[src/rtl/vga_timing_core_if.sv]
// VGA pin-side bundle: pixel enable, line/frame ticks, counters, syncs and DAC data.
// The timing core drives the master side; display or frame logic observes through slave.
interface vga_timing_core_if;
  logic       pix_en;
  logic       line_tick;
  logic       frame_tick;
  logic [9:0] h_cnt;
  logic [9:0] v_cnt;
  logic       h_sync;
  logic       v_sync;
  logic [7:0] R_dac;
  logic [7:0] G_dac;
  logic [7:0] B_dac;

  modport master (
    output pix_en, line_tick, frame_tick, h_cnt, v_cnt,
           h_sync, v_sync, R_dac, G_dac, B_dac
  );

  modport slave (
    input  pix_en, line_tick, frame_tick, h_cnt, v_cnt,
           h_sync, v_sync, R_dac, G_dac, B_dac
  );
endinterface

[src/rtl/vga_timing_core.sv]
// 640x480@60 VGA timing generator and 8-band colour-bar source on the 50 MHz clock.
// The pixel rate is a clock enable; the sync and RGB outputs are registered one clk_50 behind the counters.
module vga_timing_core #(
  parameter int unsigned H_ACTIVE = 640,
  parameter int unsigned H_FP     = 16,
  parameter int unsigned H_SYNC   = 96,
  parameter int unsigned H_BP     = 48,
  parameter int unsigned V_ACTIVE = 480,
  parameter int unsigned V_FP     = 10,
  parameter int unsigned V_SYNC   = 2,
  parameter int unsigned V_BP     = 33
) (
  input  logic         clk_50,
  input  logic         reset,
  vga_timing_core_if.master vga
);

  localparam logic [9:0] H_LAST   = 10'(H_ACTIVE + H_FP + H_SYNC + H_BP - 1);
  localparam logic [9:0] HS_FIRST = 10'(H_ACTIVE + H_FP);
  localparam logic [9:0] HS_LAST  = 10'(H_ACTIVE + H_FP + H_SYNC - 1);
  localparam logic [9:0] H_VIS    = 10'(H_ACTIVE);
  localparam logic [9:0] V_LAST   = 10'(V_ACTIVE + V_FP + V_SYNC + V_BP - 1);
  localparam logic [9:0] VS_FIRST = 10'(V_ACTIVE + V_FP);
  localparam logic [9:0] VS_LAST  = 10'(V_ACTIVE + V_FP + V_SYNC - 1);
  localparam logic [9:0] V_VIS    = 10'(V_ACTIVE);
  localparam int unsigned BAND_W  = H_ACTIVE / 8;

  logic       run_q;
  logic       pix_en_q;
  logic [9:0] h_q, v_q;
  logic       h_end, v_end;
  logic       hs_n, vs_n, active;
  logic [2:0] band;
  logic       hs_q, vs_q;
  logic [7:0] r_q, g_q, b_q;

  // run_q delays the toggle by one edge so the first enable lands on the 2nd edge after release.
  always_ff @(posedge clk_50 or negedge reset) begin
    if (!reset) begin
      run_q    <= 1'b0;
      pix_en_q <= 1'b0;
    end else begin
      run_q    <= 1'b1;
      pix_en_q <= run_q & ~pix_en_q;
    end
  end

  always_comb begin
    h_end = pix_en_q && (h_q == H_LAST);
    v_end = (v_q == V_LAST);
  end

  always_ff @(posedge clk_50 or negedge reset) begin
    if (!reset) begin
      h_q <= '0;
      v_q <= '0;
    end else begin
      if (pix_en_q) h_q <= h_end ? '0 : h_q + 10'd1;
      if (h_end)    v_q <= v_end ? '0 : v_q + 10'd1;
    end
  end

  always_comb begin
    hs_n   = !((h_q >= HS_FIRST) && (h_q <= HS_LAST));
    vs_n   = !((v_q >= VS_FIRST) && (v_q <= VS_LAST));
    active = (h_q < H_VIS) && (v_q < V_VIS);
    band   = '0;
    for (int unsigned i = 1; i < 8; i++) begin
      if (h_q >= 10'(i * BAND_W)) band = 3'(i);
    end
  end

  // Band index bits map directly onto channels: red off in bands 2,3,6,7, green off in 4..7, blue off in odd bands.
  always_ff @(posedge clk_50 or negedge reset) begin
    if (!reset) begin
      hs_q <= 1'b1;
      vs_q <= 1'b1;
      r_q  <= '0;
      g_q  <= '0;
      b_q  <= '0;
    end else begin
      hs_q <= hs_n;
      vs_q <= vs_n;
      r_q  <= {8{active & ~band[1]}};
      g_q  <= {8{active & ~band[2]}};
      b_q  <= {8{active & ~band[0]}};
    end
  end

  assign vga.pix_en     = pix_en_q;
  assign vga.line_tick  = h_end;
  assign vga.frame_tick = h_end & v_end;
  assign vga.h_cnt      = h_q;
  assign vga.v_cnt      = v_q;
  assign vga.h_sync     = hs_q;
  assign vga.v_sync     = vs_q;
  assign vga.R_dac      = r_q;
  assign vga.G_dac      = g_q;
  assign vga.B_dac      = b_q;

endmodule

[src/flat_wrapper.sv]
// flat-port wrapper written by rule: the top's interface ports become plain ports
module vga_timing_core_flat 
#(
  parameter int unsigned H_ACTIVE = 640,
  parameter int unsigned H_FP     = 16,
  parameter int unsigned H_SYNC   = 96,
  parameter int unsigned H_BP     = 48,
  parameter int unsigned V_ACTIVE = 480,
  parameter int unsigned V_FP     = 10,
  parameter int unsigned V_SYNC   = 2,
  parameter int unsigned V_BP     = 33
)
  (clk_50, reset, vga_pix_en, vga_line_tick, vga_frame_tick, vga_h_cnt, vga_v_cnt, vga_h_sync, vga_v_sync, vga_R_dac, vga_G_dac, vga_B_dac);
  vga_timing_core_if vga_i ();
  input  logic clk_50;
  input  logic reset;
  output wire logic [$bits(vga_i.pix_en)-1:0] vga_pix_en;
  output wire logic [$bits(vga_i.line_tick)-1:0] vga_line_tick;
  output wire logic [$bits(vga_i.frame_tick)-1:0] vga_frame_tick;
  output wire logic [$bits(vga_i.h_cnt)-1:0] vga_h_cnt;
  output wire logic [$bits(vga_i.v_cnt)-1:0] vga_v_cnt;
  output wire logic [$bits(vga_i.h_sync)-1:0] vga_h_sync;
  output wire logic [$bits(vga_i.v_sync)-1:0] vga_v_sync;
  output wire logic [$bits(vga_i.R_dac)-1:0] vga_R_dac;
  output wire logic [$bits(vga_i.G_dac)-1:0] vga_G_dac;
  output wire logic [$bits(vga_i.B_dac)-1:0] vga_B_dac;
  assign vga_pix_en = vga_i.pix_en;
  assign vga_line_tick = vga_i.line_tick;
  assign vga_frame_tick = vga_i.frame_tick;
  assign vga_h_cnt = vga_i.h_cnt;
  assign vga_v_cnt = vga_i.v_cnt;
  assign vga_h_sync = vga_i.h_sync;
  assign vga_v_sync = vga_i.v_sync;
  assign vga_R_dac = vga_i.R_dac;
  assign vga_G_dac = vga_i.G_dac;
  assign vga_B_dac = vga_i.B_dac;
  vga_timing_core #(.H_ACTIVE(H_ACTIVE), .H_FP(H_FP), .H_SYNC(H_SYNC), .H_BP(H_BP), .V_ACTIVE(V_ACTIVE), .V_FP(V_FP), .V_SYNC(V_SYNC), .V_BP(V_BP)) u_core (.clk_50(clk_50), .reset(reset), .vga(vga_i));
endmodule
[config.mk]
export PLATFORM = sky130hd
export DESIGN_NAME = vga_timing_core_flat
export DESIGN_NICKNAME = d
export VERILOG_FILES = /design/src/rtl/vga_timing_core_if.sv /design/src/rtl/vga_timing_core.sv /design/src/flat_wrapper.sv
export SDC_FILE = /design/constraint.sdc
export NUM_CORES = 1
export LEC_CHECK = 0
export CORE_AREA = 2 2 90 75
export DETAILED_ROUTE_END_ITERATION = 8
export DIE_AREA = 0 0 92 77
export HOLD_SLACK_MARGIN = 0.02
export PLACE_DENSITY = 0.53
export SYNTH_ARGS = -nofsm -noshare
export SYNTH_HDL_FRONTEND = slang
export SYNTH_SLANG_ARGS = --single-unit
[constraint.sdc]
create_clock -name clk_50 -period 1.6 [get_ports clk_50]
set_input_delay 0.16 -clock clk_50 [delete_from_list [all_inputs] [get_ports clk_50]]
set_output_delay 0.16 -clock clk_50 [all_outputs]
set_load 0.05 [all_outputs]
**Word-level counts from Yosys, hierarchy flattened**

Cells that the tools add are included.

- Bits in registers: 27
- Logic and storage cells: 50
- Memory bits (writable): 0
- ROM bits: 0
- Memories kept: 0
- Output and inout port bits: 49
- Bits in latches: 0
- Input bits: 2

- Bitwise gates (word level): 9
- Multiplexer cells: 9
- Shift-type cells: 0
- Add/sub/neg operators: 2
- Divide/modulo/power cells: 0
- Reductions and logical operators: 6
- $lt $le $gt $ge: 13
- Equal/unequal tests: 2
- Multiply operators: 0

Operators with widths:

| operator | number |
|---|---|
| $ge A10 B9 Y1 const B | 4 |
| $add A10 B1 Y10 const B | 2 |
| $eq A10 B10 Y1 const B | 2 |
| $ge A10 B10 Y1 const B | 2 |
| $ge A10 B8 Y1 const B | 2 |
| $mux W10 | 2 |
| $mux W3 | 6 |
| $ge A10 B7 Y1 const B | 1 |
| $le A10 B10 Y1 const B | 1 |
| $le A10 B9 Y1 const B | 1 |
| $lt A10 B10 Y1 const B | 1 |
| $lt A10 B9 Y1 const B | 1 |
| $and A1 B1 Y1 | 5 |
| $logic_and A1 B1 Y1 | 4 |
| $not A1 Y1 | 4 |
| $logic_not A1 Y1 | 2 |
| $mux W1 | 1 |

**Logic depth before layout (Yosys ltp)**

- Depth in word-level cells: 10
- Mapped depth: 6
- Mapped depth without buffers: 6

**Least setup slack after synthesis**

Ideal clock, no wire load.

- Path type: register to register
- Start: register u_core.h_q[1] (netlist: u_core.vga.h_cnt[1])
- End: register u_core.v_q[2] (netlist: u_core.vga.v_cnt[2])
- Stages on the path, launching flop included: 6
- Setup slack: -0.743 ns
- Period minus slack after synthesis: 2.343 ns
- Library setup time: 0.164 ns
- Buffers on the path: 0
- Arrival: 2.180 ns
- Data required time: 1.436 ns
- Cell sequence: dfrtp_1 > ha_1 > and4_4 > nand3_4 > nor2_1 > nor2_1

- Word-level cells in the longest chain between the ends: 2

Ends and longest elaborated chain:

| what | RTL line | text |
|---|---|---|
| start, declared | vga_timing_core.sv:30 | `logic [9:0] h_q, v_q;` |
| start signal, assigned | vga_timing_core.sv:58 | `if (pix_en_q) h_q <= h_end ? '0 : h_q + 10'd1;` |
| $eq A10 B10 Y1 | vga_timing_core.sv:49 | `h_end = pix_en_q && (h_q == H_LAST);` |
| $logic_and A1 B1 Y1 | vga_timing_core.sv:49 |  |
| end signal, assigned | vga_timing_core.sv:59 | `if (h_end) v_q <= v_end ? '0 : v_q + 10'd1;` |
| end, declared | vga_timing_core.sv:30 |  |

No other way between the ends.
A chain may end at the register's enable or synchronous reset.

**Final worst setup path**

- Start: register u_core.h_q[1] (netlist: u_core.vga.h_cnt[1])
- End: output port vga_frame_tick

- Word-level cells in the longest chain between the ends: 3

Ends and longest elaborated chain:

| what | RTL line | text |
|---|---|---|
| $eq A10 B10 Y1 | vga_timing_core.sv:49 |  |
| $logic_and A1 B1 Y1 | vga_timing_core.sv:49 |  |
| $and A1 B1 Y1 | vga_timing_core.sv:92 | `assign vga.frame_tick = h_end & v_end;` |
| end, declared | flat_wrapper.sv:19 | `output wire logic [$bits(vga_i.frame_tick)-1:0] vga_frame_tick;` |

No other way between the ends.

==> impl_metrics.tcl <==
set metrics [dict create \
    drive_gt1_frac 0.568 \
    setup_slack_ps -206 \
    hold_class "input port to async pin" \
    root_buffer "clkbuf_8" \
    grtUsageTotal 0.125 \
    startpoint_type "register" \
    layout_commonest_cell "buf_4" \
    syn_nets 166 \
    totalWireLength_mm 4.16 \
    status "complete, but fails checks" \
    crit_type "register to primary output" \
    placed_area_um2 2170 \
    dieWidth_um 92 \
    areaGrowthSynthToFinish_pct 49.5 \
    dp.cells 295 \
    syn_area_per_cell_um2 9.75 \
    num_vias 1363 \
    insertedDiodeCount 0 \
    tns_ps -225 \
    ant_nets 0 \
    vias_per_cell 4.48 \
    clock_path_buffers 2 \
    endpoint "vga_frame_tick" \
    ys_seq_area_frac 0.435 \
    post-dp-hpwl_mm 3.09 \
    place_congestion 0.773 \
    grt_max_degree 28 \
    fmax_mhz 554 \
    crit_arrival_ps 1650 \
    crit_path_max_fanout 6 \
    insertion_delay_ps 290 \
    slowest_delay_ps 400 \
    drc 0 \
    crit_slowest_cell "dfrtp_2" \
    core-area_um2 6180 \
    rr_worst_depth 5 \
    die_h_um 77 \
    syn_inst 160 \
    powerDensity_nw_per_um2 809 \
    maxCapViolCount 0 \
    die_area_um2 7080 \
    fin_crit_ps 1810 \
    fin_hold_ws_ps 238 \
    drt-initial-drc-count 55 \
    final_max_slew_viol_count 0 \
    grt_pass1_vias 1342 \
    port_buffers 50 \
    clk_pin_slew_ps 100 \
    ir_drop_v 0.000722 \
    ys_seq_elements 27 \
    grt_first_pass_wirelength_mm 6.97 \
    detail_route.wl_per_cell_um 13.7 \
    nNetsFinal 227 \
    fillers 648 \
    cp_cell_sequence "ha_4, and4_4, nand3_4, buf_4, nor2_4, buf_12" \
    clock_skew_ps 13.6 \
    rrSetupSlack_ps -10 \
    hold_viol_final 0 \
    start_util 0.252 \
    num_io_pins 51 \
    r2r_start "u_core.vga.h_cnt[1]$_DFFE_PN0P_" \
    htree_levels 1 \
    critPathRequiredTime_ps 1440 \
    synth_area_um2 1560 \
    power.leakage_nw 0.990 \
    grt_overflow 0 \
    power.total_mw 1.89 \
    final_area_um2 2330 \
    cts.sinks 27 \
    yosysUniqueCellTypes 41 \
    cts_hold_buf 0 \
    cts_buffers 3 \
    setup_viol 4 \
    final-instance-count-excl-fill 304 \
    layout_common_cells "76 x buf_4, 17 x dfrtp_2, 10 x nand3_1, 10 x nand2_1" \
    finalCritPeriodShare 1.13 \
    rows 26 \
    drt-pass1-iter-count 4 \
    critical_path.startpoint "u_core.vga.h_cnt[1]$_DFFE_PN0P_" \
    antenna_found_initial 0 \
    synth_warnings 0 \
    violations "negative setup slack" \
    grt_setup_unrepaired "true" \
    cts_tree "done" \
    end_kind "primary output" \
    r2r-end "u_core.vga.v_cnt[9]$_DFFE_PN0P_" \
]
per-layer routing:
metal  global-route usage  routed length (um)
met4               0.0313                  65
met2                0.200                1930
met5                    0                   0
met3               0.0275                 209
met1                0.170                1950
where the power goes:
group / total (mW) / switching [mW] / internal [mW]
sequential: 0.842 / 0.0874 / 0.754
combinational: 0.634 / 0.408 / 0.225
clock: 0.412 / 0.237 / 0.176
total: 1.89 / 0.732 / 1.16
synth_stat cells:
cell type  number  area [um2]
dfrtp_1        25         626
buf_4          23         173
nand3_1        11        55.1
nand2_1        10        37.5
nor2_1          9        33.8
nand4_1         7        43.8
xnor2_1         7        61.3
inv_1           6        22.5
o21ai_0         6        30.0
xor2_1          5        43.8
a21oi_1         4        20.0
ha_1            4        50.1
nor4_1          4        25.0
and3_1          3        18.8
buf_2           3        15.0
or3_1           3        18.8
a211oi_1        2        15.0
dfstp_2         2        52.6
nor2b_1         2        12.5
nor3_1          2        10.0
nor4bb_1        2        20.0
a21boi_0        1        7.51
a221oi_1        1        8.76
and2_1          1        6.26
and4_1          1        8.76
and4_4          1        11.3
and4b_4         1        13.8
clkbuf_1        1        3.75
clkinv_1        1        3.75
conb_1          1        3.75
maj3_1          1        10.0
mux2i_1         1        10.0
nand3_4         1        17.5
nand4b_1        1        8.76
nor2_8          1        20.0
o21a_1          1        7.51
o22ai_1         1        6.26
o31ai_1         1        7.51
or2_2           1        6.26
or3_2           1        7.51
or4_1           1        7.51
stage by stage:
step / worst slack (ps) / utilization
after floorplan: -160 / -
after global placement: -76.7 / 0.351
after detailed placement: -77.6 / 0.351
after CTS: -236 / 0.367
after global routing: -320 / 0.377
final: -206 / 0.377
cell families after synthesis:
family	after synthesis	synth area share
xor+xnor	12	0.0674
flops	27	0.435
simple gates	63	0.245
other cells	1	0.00240
mux	1	0.00642
compound gates	17	0.0658
fa+ha+maj	5	0.0385
buf+inv	34	0.140
how the worst min path moves through the flow:
stage | start | to | slack (ps) | cells past startpoint
after global routing | reset | u_core.vga.v_cnt[6]$_DFFE_PN0P_ | 270 | 2
after global placement | u_core.run_q$_DFF_PN0_ | u_core.vga.pix_en$_DFF_PN0_ | 440 | 1
after detailed placement | u_core.run_q$_DFF_PN0_ | u_core.vga.pix_en$_DFF_PN0_ | 460 | 1
after CTS | reset | u_core.vga.v_cnt[6]$_DFFE_PN0P_ | 260 | 2
final | reset | u_core.vga.v_cnt[6]$_DFFE_PN0P_ | 240 | 2
after floorplan | reset | u_core.run_q$_DFF_PN0_ | -140 | 0
critical path, delay by kind of cell (launching register included):
family | cells | cell delay, ps
adders and majority gates | 1 | 140
buffers and inverters | 2 | 320
and+or+nand+nor | 3 | 490
DFF | 1 | 400
final cells by class:
class                           instances  area [um2]  area share
Clock buffer                            3        41.3      0.0177
Clock inverter                          1        5.00     0.00215
Inverter                                7        31.3      0.0134
Multi-Input combinational cell         99         758       0.325
Sequential cell                        27         699       0.300
Tap cell                               84         105      0.0451
Timing Repair Buffer                   83         692       0.297
timing repair:
item                                   CTS  global route
pin swaps                                3             6
resized for setup                        2            12
buffers inserted                         5             3
setup endpoints to repair                3            13
endpoints found under the hold margin    0             0
Power figures use the tool's default switching activity.
